### config.mk
export PLATFORM = sky130hd
export DESIGN_NAME = dp_ctrl_unit
export DESIGN_NICKNAME = d
export VERILOG_FILES = /design/src/rtl/dp_ctrl_unit.sv
export SDC_FILE = /design/constraint.sdc
export NUM_CORES = 1
export LEC_CHECK = 0
export ABC_AREA = 1
export BUFFER_PORTS_ARGS = -buffer_cell sky130_fd_sc_hd__buf_2
export CAP_MARGIN = 25
export CORE_MARGIN = 2
export CORE_UTILIZATION = 40
export CTS_CLUSTER_SIZE = 8
export DETAILED_ROUTE_END_ITERATION = 10
export GPL_ROUTABILITY_DRIVEN = 0
export HOLD_SLACK_MARGIN = 0.15
export PLACE_DENSITY = 0.75
export SLEW_MARGIN = 20
export SYNTH_ARGS = -nofsm -noshare
export SYNTH_HDL_FRONTEND = slang
export SYNTH_SLANG_ARGS = --single-unit
### constraint.sdc
create_clock -name clk -period 3.1 [get_ports clk]
set_input_delay 0.31 -clock clk [delete_from_list [all_inputs] [get_ports clk]]
set_output_delay 0.31 -clock clk [all_outputs]
set_load 0.02 [all_outputs]
### src/rtl/dp_ctrl_unit.sv
// Multi-cycle fetch/decode/execute sequencer for the 16-bit datapath.
// Drives PC, register, ALU and RAM controls; a watchdog bounds the wait on dp_done.
module dp_ctrl_unit #(
    parameter int DWIDTH  = 16,
    parameter int TIMEOUT = 15
) (
    input  logic              clk,
    input  logic              rst,
    input  logic              start,
    input  logic [DWIDTH-1:0] instr,
    input  logic              dp_done,
    input  logic              pc_jump,
    output logic              en_pc_pulse,
    output logic [1:0]        pc_ctrl,
    output logic [7:0]        offset_addr,
    output logic [7:0]        offset,
    output logic [1:0]        rd,
    output logic [1:0]        rs,
    output logic [3:0]        reg_en,
    output logic              dp_en,
    output logic              alu_in_sel,
    output logic [2:0]        alu_func,
    output logic              ram_en,
    output logic              ram_we,
    output logic              busy,
    output logic              halted,
    output logic              error,
    output logic [7:0]        jump_cnt
);

    localparam int WD_W = $clog2(TIMEOUT + 1);

    localparam logic [3:0] OP_ADD   = 4'd1;
    localparam logic [3:0] OP_SUB   = 4'd2;
    localparam logic [3:0] OP_AND   = 4'd3;
    localparam logic [3:0] OP_OR    = 4'd4;
    localparam logic [3:0] OP_ADDI  = 4'd5;
    localparam logic [3:0] OP_LOAD  = 4'd6;
    localparam logic [3:0] OP_STORE = 4'd7;
    localparam logic [3:0] OP_JMP   = 4'd8;
    localparam logic [3:0] OP_HALT  = 4'd15;

    typedef enum logic [3:0] {
        S_IDLE,
        S_FETCH,
        S_DECODE,
        S_EXEC,
        S_WB,
        S_MEM,
        S_NEXT,
        S_HALT,
        S_ERROR
    } state_t;

    state_t            state_reg, state_next;
    logic [15:0]       ir_reg, ir_next;
    logic [WD_W-1:0]   wd_reg, wd_next;
    logic [7:0]        jump_cnt_reg;
    logic              jump_seen_reg;
    logic              after_next_reg;

    logic [15:0]       cur_ir;
    logic [3:0]        opcode;
    logic [1:0]        rd_field;
    logic [1:0]        rs_field;
    logic [7:0]        imm_field;
    logic [3:0]        rd_onehot;
    logic              is_alu;
    logic              in_window;
    logic              jump_window;

    // The IR is only written at the end of DECODE, so DECODE itself reads the ROM word directly.
    assign cur_ir    = (state_reg == S_DECODE) ? instr[15:0] : ir_reg;
    assign opcode    = cur_ir[15:12];
    assign rd_field  = cur_ir[11:10];
    assign rs_field  = cur_ir[9:8];
    assign imm_field = cur_ir[7:0];
    assign is_alu    = (opcode >= OP_ADD) && (opcode <= OP_ADDI);

    assign in_window = (state_reg == S_DECODE) || (state_reg == S_EXEC) ||
                       (state_reg == S_WB)     || (state_reg == S_MEM)  ||
                       (state_reg == S_NEXT);

    for (genvar gi = 0; gi < 4; gi++) begin : g_rd_dec
        assign rd_onehot[gi] = (rd_field == 2'(gi));
    end

    // A taken jump may be reported in NEXT or the FETCH right after it; count it once.
    assign jump_window = (state_reg == S_NEXT) || ((state_reg == S_FETCH) && after_next_reg);
    assign jump_cnt    = jump_cnt_reg;

    always_ff @(posedge clk) begin
        if (rst) begin
            state_reg      <= S_IDLE;
            ir_reg         <= '0;
            wd_reg         <= '0;
            jump_cnt_reg   <= '0;
            jump_seen_reg  <= 1'b0;
            after_next_reg <= 1'b0;
        end else begin
            state_reg      <= state_next;
            ir_reg         <= ir_next;
            wd_reg         <= wd_next;
            after_next_reg <= (state_reg == S_NEXT);
            if (jump_window && pc_jump && !jump_seen_reg) begin
                jump_cnt_reg  <= jump_cnt_reg + 8'd1;
                jump_seen_reg <= 1'b1;
            end else if (state_reg == S_DECODE) begin
                jump_seen_reg <= 1'b0;
            end
        end
    end

    always_comb begin
        state_next  = state_reg;
        ir_next     = ir_reg;
        wd_next     = wd_reg;
        en_pc_pulse = 1'b0;
        pc_ctrl     = 2'd0;
        offset_addr = 8'd0;
        offset      = 8'd0;
        rd          = 2'd0;
        rs          = 2'd0;
        reg_en      = 4'd0;
        dp_en       = 1'b0;
        alu_in_sel  = 1'b0;
        alu_func    = 3'd0;
        ram_en      = 1'b0;
        ram_we      = 1'b0;
        busy        = 1'b1;
        halted      = 1'b0;
        error       = 1'b0;

        if (in_window) begin
            offset      = imm_field;
            offset_addr = imm_field;
            rd          = rd_field;
            rs          = rs_field;
            if ((opcode >= OP_ADD) && (opcode <= OP_OR)) begin
                alu_func = 3'(opcode - 4'd1);
            end
            alu_in_sel = (opcode == OP_ADDI);
        end

        case (state_reg)
            S_IDLE, S_HALT, S_ERROR: begin
                busy   = 1'b0;
                halted = (state_reg == S_HALT);
                error  = (state_reg == S_ERROR);
                if (start) begin
                    state_next = S_FETCH;
                end
            end
            S_FETCH: begin
                state_next = S_DECODE;
            end
            S_DECODE: begin
                ir_next = instr[15:0];
                wd_next = '0;
                if (is_alu) begin
                    state_next = S_EXEC;
                end else if ((opcode == OP_LOAD) || (opcode == OP_STORE)) begin
                    state_next = S_MEM;
                end else if (opcode == OP_HALT) begin
                    state_next = S_HALT;
                end else begin
                    state_next = S_NEXT;
                end
            end
            S_EXEC: begin
                dp_en = (wd_reg == '0);
                // dp_done on the final watchdog cycle still completes the instruction.
                if (dp_done) begin
                    state_next = S_WB;
                end else if (wd_reg == WD_W'(TIMEOUT - 1)) begin
                    state_next = S_ERROR;
                end else begin
                    wd_next = wd_reg + WD_W'(1);
                end
            end
            S_WB: begin
                reg_en     = rd_onehot;
                dp_en      = 1'b1;
                state_next = S_NEXT;
            end
            S_MEM: begin
                ram_en = 1'b1;
                if (opcode == OP_LOAD) begin
                    reg_en = rd_onehot;
                    dp_en  = 1'b1;
                end else begin
                    ram_we = 1'b1;
                end
                state_next = S_NEXT;
            end
            S_NEXT: begin
                en_pc_pulse = 1'b1;
                pc_ctrl     = (opcode == OP_JMP) ? 2'd2 : 2'd1;
                state_next  = S_FETCH;
            end
            default: begin
                state_next = S_IDLE;
            end
        endcase
    end

endmodule

---- After elaboration in Yosys (flattened, before gate mapping) ----
Index checks and enable logic that the tools add are counted.
operators by class
  $add $sub $neg .......................... 3
  magnitude comparators ................... 3
  equality and inequality tests ........... 21
  muxes and demuxes ....................... 32
  reductions and logical operators ........ 21
operators with widths
  kind                 count
  $eq 4x3->1 const B   7
  $mux 4               6
  $pmux 4 s6           1
  $eq 4x4->1 const B   4
  $mux 16              1
  $pmux 4 s2           2
  $mux 1               12
  $mux 2               5
  $mux 3               3
  $add 8x1->8 const B  1
  $eq 4x2->1 const B   2
  $le 4x3->1 const B   2
  $logic_not 4->1      2
  $mux 8               1
  $logic_or 1x1->1     6
  $ne 2x2->1 const B   3
  $logic_and 1x1->1    5
  $add 4x1->4 const B  1
  $eq 2x2->1 const B   2
  $eq 4x1->1 const B   1
  $ge 4x1->1 const B   1
  $reduce_bool 2->1    2
  $ne 3x2->1 const B   1
  $pmux 1 s3           1
  other kinds (8)      8
word-level totals
  register bits after elaboration ......... 34
  output and inout port bits .............. 45

---- Longest topological paths before layout ----
  word-level depth ........................ 7
  mapped depth ............................ 17
  mapped depth without buffers ............ 16

---- Least setup slack after synthesis ----
Ideal clock, no wire load.
  kind .................................... flip-flop to output port
  from .................................... register state_reg[1]
  to ...................................... output reg_en[1]
  arrival ................................. 2.233 ns
  setup slack ............................. 0.557 ns
  stages on the path, launching flop included .. 15
  path buffers ............................ 1
  path through ............................ dfxtp_1 inv_2 nor2_4 nand2_2 buf_6 inv_1 or2_2 o21ai_0 inv_1 ha_1 nand3_2 a21oi_1 inv_1 or2_1 nor2_1
on the way
  word-level cells in the longest chain between the ends .. 5
RTL lines
  element                   RTL line  source
  start: declaration        55        state_t state_reg, state_next;
  start signal: assignment  101       state_reg <= state_next;
  $eq 4x2->1                73        assign cur_ir = (state_reg == S_DECODE) ? instr[15:0] : ir_reg;
  $mux 16                   73
  via cur_ir[13]            62        logic [15:0] cur_ir;
  $eq 4x3->1                188       if (opcode == OP_LOAD) begin
  $mux 4                    188
  $pmux 4 s2                145       case (state_reg)
  end: declaration          19        output logic [3:0] reg_en,
The timed path passes the listed nets, and every way through them passes these cells.

---- Worst setup path after layout ----
  from .................................... register state_reg[3]
  to ...................................... output reg_en[3]
Same word-level chain as after synthesis.

==> impl_metrics.toml <==
[synth]
synthCells = 271
synth_area_leaders = "dfxtp_1 35%, nor2_1 9.9%, nand2_1 7.8%"
synth_top_area_share_pct = 35.3
yosys_register_bits = 34
ys_seq_area_share_pct = 35.3
yosysWarnings = 0
ys_types = 32
synth.net_count = 301
synth_area_um2 = 1930
avgSynthCellArea_um2 = 7.11
yosys.area.top_type = "dfxtp_1"

[sta]
tightest_slew_ns = 0.947
fin_skew_ns = 0.00828
grt_setup_unrepaired = "no"
setup_violations = 0
hold_viol = 0
slew_headroom_pct = 36.7
period_needed_ns = 2.88
tns_ns = 0
fmax_mhz = 347
drv_slew = 0
post-route-period-util_pct = 93.0

[routing]
dr_wl_met2_mm = 1.99
first_pass_iters = 4
highest_layer = "met4"
antenna_left = 0
drc = 0
vias = 1849
drtIter0Drc = 116
routed_wl_mm = 4.25
post_drt_wl_per_cell_um = 11.0
drt-met1-wl_mm = 1.92
dr_wl_met3_um = 250
viasPerCell = 4.80

[run]
maxCapViolCount = 0

[critical_path]
start_kind = "register"
r2r_slack_ns = 0.70
crit_path_max_incr_delay_ns = 0.34
critPathSlowestCell = "dfxtp_1"
crit_path_frequent_cell = "inv_1"
path_class = "reg2out"
reg2reg_depth = 13
crit_required_ns = 2.79
endpoint_kind = "primary output"
r2r-end = "state_reg[1]$_SDFFE_PP0P_"
cp_max_fo = 6
crit_path_cell_trace = "nor2_2, nand2_2, inv_1, or2_2, o21ai_1, inv_1, ha_1, nand3_2, a21oi_2, inv_1, or2_1, nor2_1, buf_2"
r2r-start = "state_reg[0]$_SDFFE_PP0P_"
cp.arrival_ns = 2.57

[final_layout]
num-fill-cells = 473
drive_above_1_share_pct = 28.4
layout.nets = 360
antennaDiodeCount = 0
syn_to_final_growth_pct = 21.2
largest_reg_flops = 16
final_area_um2 = 2330

[floorplanning]
core_area_um2 = 4690
io_pins = 66
die_area_um2 = 5380
initial_core_util_pct = 41.0
die_h_um = 73.4
num_rows = 25
fp.dieW_um = 73.4

[min_path]
whs_path_depth = 3
min_from = "instr[4]"
hold_end = "ir_reg[4]$_SDFF_PP0_"
min_path_type = "in2reg"

[global_routing]
antenna_found_initial = 0
grt_pass1_vias = 1567
gr-total-overflow = 0
globalRouteTotalUtil_pct = 16.1
grt_max_degree = 24
grt_pass1_wl_mm = 6.76

[cts]
cts-root-buf = "clkbuf_8"
cts_hold_buffers = 0
clock_latency_ns = 0.28
clk_path_buf_depth = 2
cts_buffers = 5
cts.clk_slew.worst_paths_ns = 0.07
cts_tree = "yes"
ctsResizeCount = 0
clock_sinks = 34
htree_levels = 2
postCtsSetupRepairBufs = 0

[pwr]
power.total_w = 0.00185
ir_worst_vdd_v = 0.000344
power_density_nw_per_um2 = 792
leakage_nw = 1.29

[status]
status = "finished, final reports clean"

[placement]
place_hpwl_mm = 3.29
io_buffers = 65
placed_area_um2 = 2240
==> stage by stage <==
step	utilization, %	instances	setup slack [ns]	hold WS, ns
after floorplan	-	271	0.557	0.379
after global placement	47.7	377	0.555	0.461
after detailed placement	47.7	377	0.388	0.475
after CTS	49.6	385	0.0569	0.274
after global routing	49.7	385	0.0174	0.289
final	49.7	385	0.216	0.282
==> logic make-up after synthesis <==
logic type                 share of synthesized area [%]
AOI/OAI and AO/OA                                   9.81
xor gates and xnor gates                           0.455
adders and majority gates                           5.85
buffers and inverters                               13.1
DFF                                                 35.3
muxes                                               5.72
and+or+nand+nor                                     29.8
==> metal layers <==
layer  global-route usage, %  vias to the layer above
li1                        -                      961
met3                    4.25                        6
met1                    19.8                      828
met5                       0                        -
met2                    26.0                       54
met4                    7.68                        0
==> layout by cell type, fill, tap and decap left out, types with 5 or more instances in the layout <==
cell / n
mux2i_1: 11
a21oi_1: 13
nor2_1: 51
ha_1: 9
nand2_1: 40
clkbuf_8: 6
o21ai_0: 9
inv_1: 39
nand3_1: 13
buf_2: 65
dfxtp_1: 33
nor3_1: 5
==> worst max-delay path by stage <==
stage / cells past startpoint / to / slack, ns / startpoint
after CTS: 14 / reg_en[3] / 0.06 / state_reg[1]$_SDFFE_PP0P_
after global placement: 14 / reg_en[3] / 0.55 / state_reg[1]$_SDFFE_PP0P_
after floorplan: 14 / reg_en[1] / 0.56 / state_reg[1]$_SDFFE_PP0P_
final: 13 / reg_en[3] / 0.22 / state_reg[3]$_SDFFE_PP0P_
after global routing: 13 / reg_en[3] / 0.02 / state_reg[3]$_SDFFE_PP0P_
after detailed placement: 14 / reg_en[3] / 0.39 / state_reg[1]$_SDFFE_PP0P_
==> worst max-delay path: cells and delay by family (launching register included) <==
| family | cells | cell delay, ns |
|---|---|---|
| fa+ha+maj | 1 | 0.20 |
| compound gates | 2 | 0.31 |
| buf+inv | 4 | 0.51 |
| flops | 1 | 0.34 |
| simple gates | 6 | 0.91 |
==> where the power goes <==
part	internal [W]	switching, W	leakage (nW)
logic	0.000320	0.000655	0.965
registers	0.000503	0.0000353	0.276
clock network	0.000179	0.000156	0.0482
==> cell usage after synthesis, drive strengths merged <==
cell / instances
nor2: 53
o211ai: 3
nor3: 6
a21oi: 14
xor2: 1
ha: 9
dfxtp: 34
or2: 5
inv: 42
nor4: 1
a211oi: 1
o21ai: 13
nand3b: 2
mux2i: 11
a31oi: 1
nand3: 15
o22ai: 1
nand4: 1
buf: 12
nand2: 44
clkbuf: 2
==> area by class of cell <==
| class | count | area (µm²) | area share [%] |
|---|---|---|---|
| clock buffers | 7 | 86.3 | 3.70 |
| clock inverters | 1 | 5.00 | 0.214 |
| inverters | 42 | 158 | 6.76 |
| multi-input cells | 181 | 1000 | 42.9 |
| flip-flops and latches | 34 | 682 | 29.2 |
| well taps | 54 | 67.6 | 2.90 |
| repair buffers | 66 | 333 | 14.3 |
No activity file was read; power rests on OpenSTA's default activity.
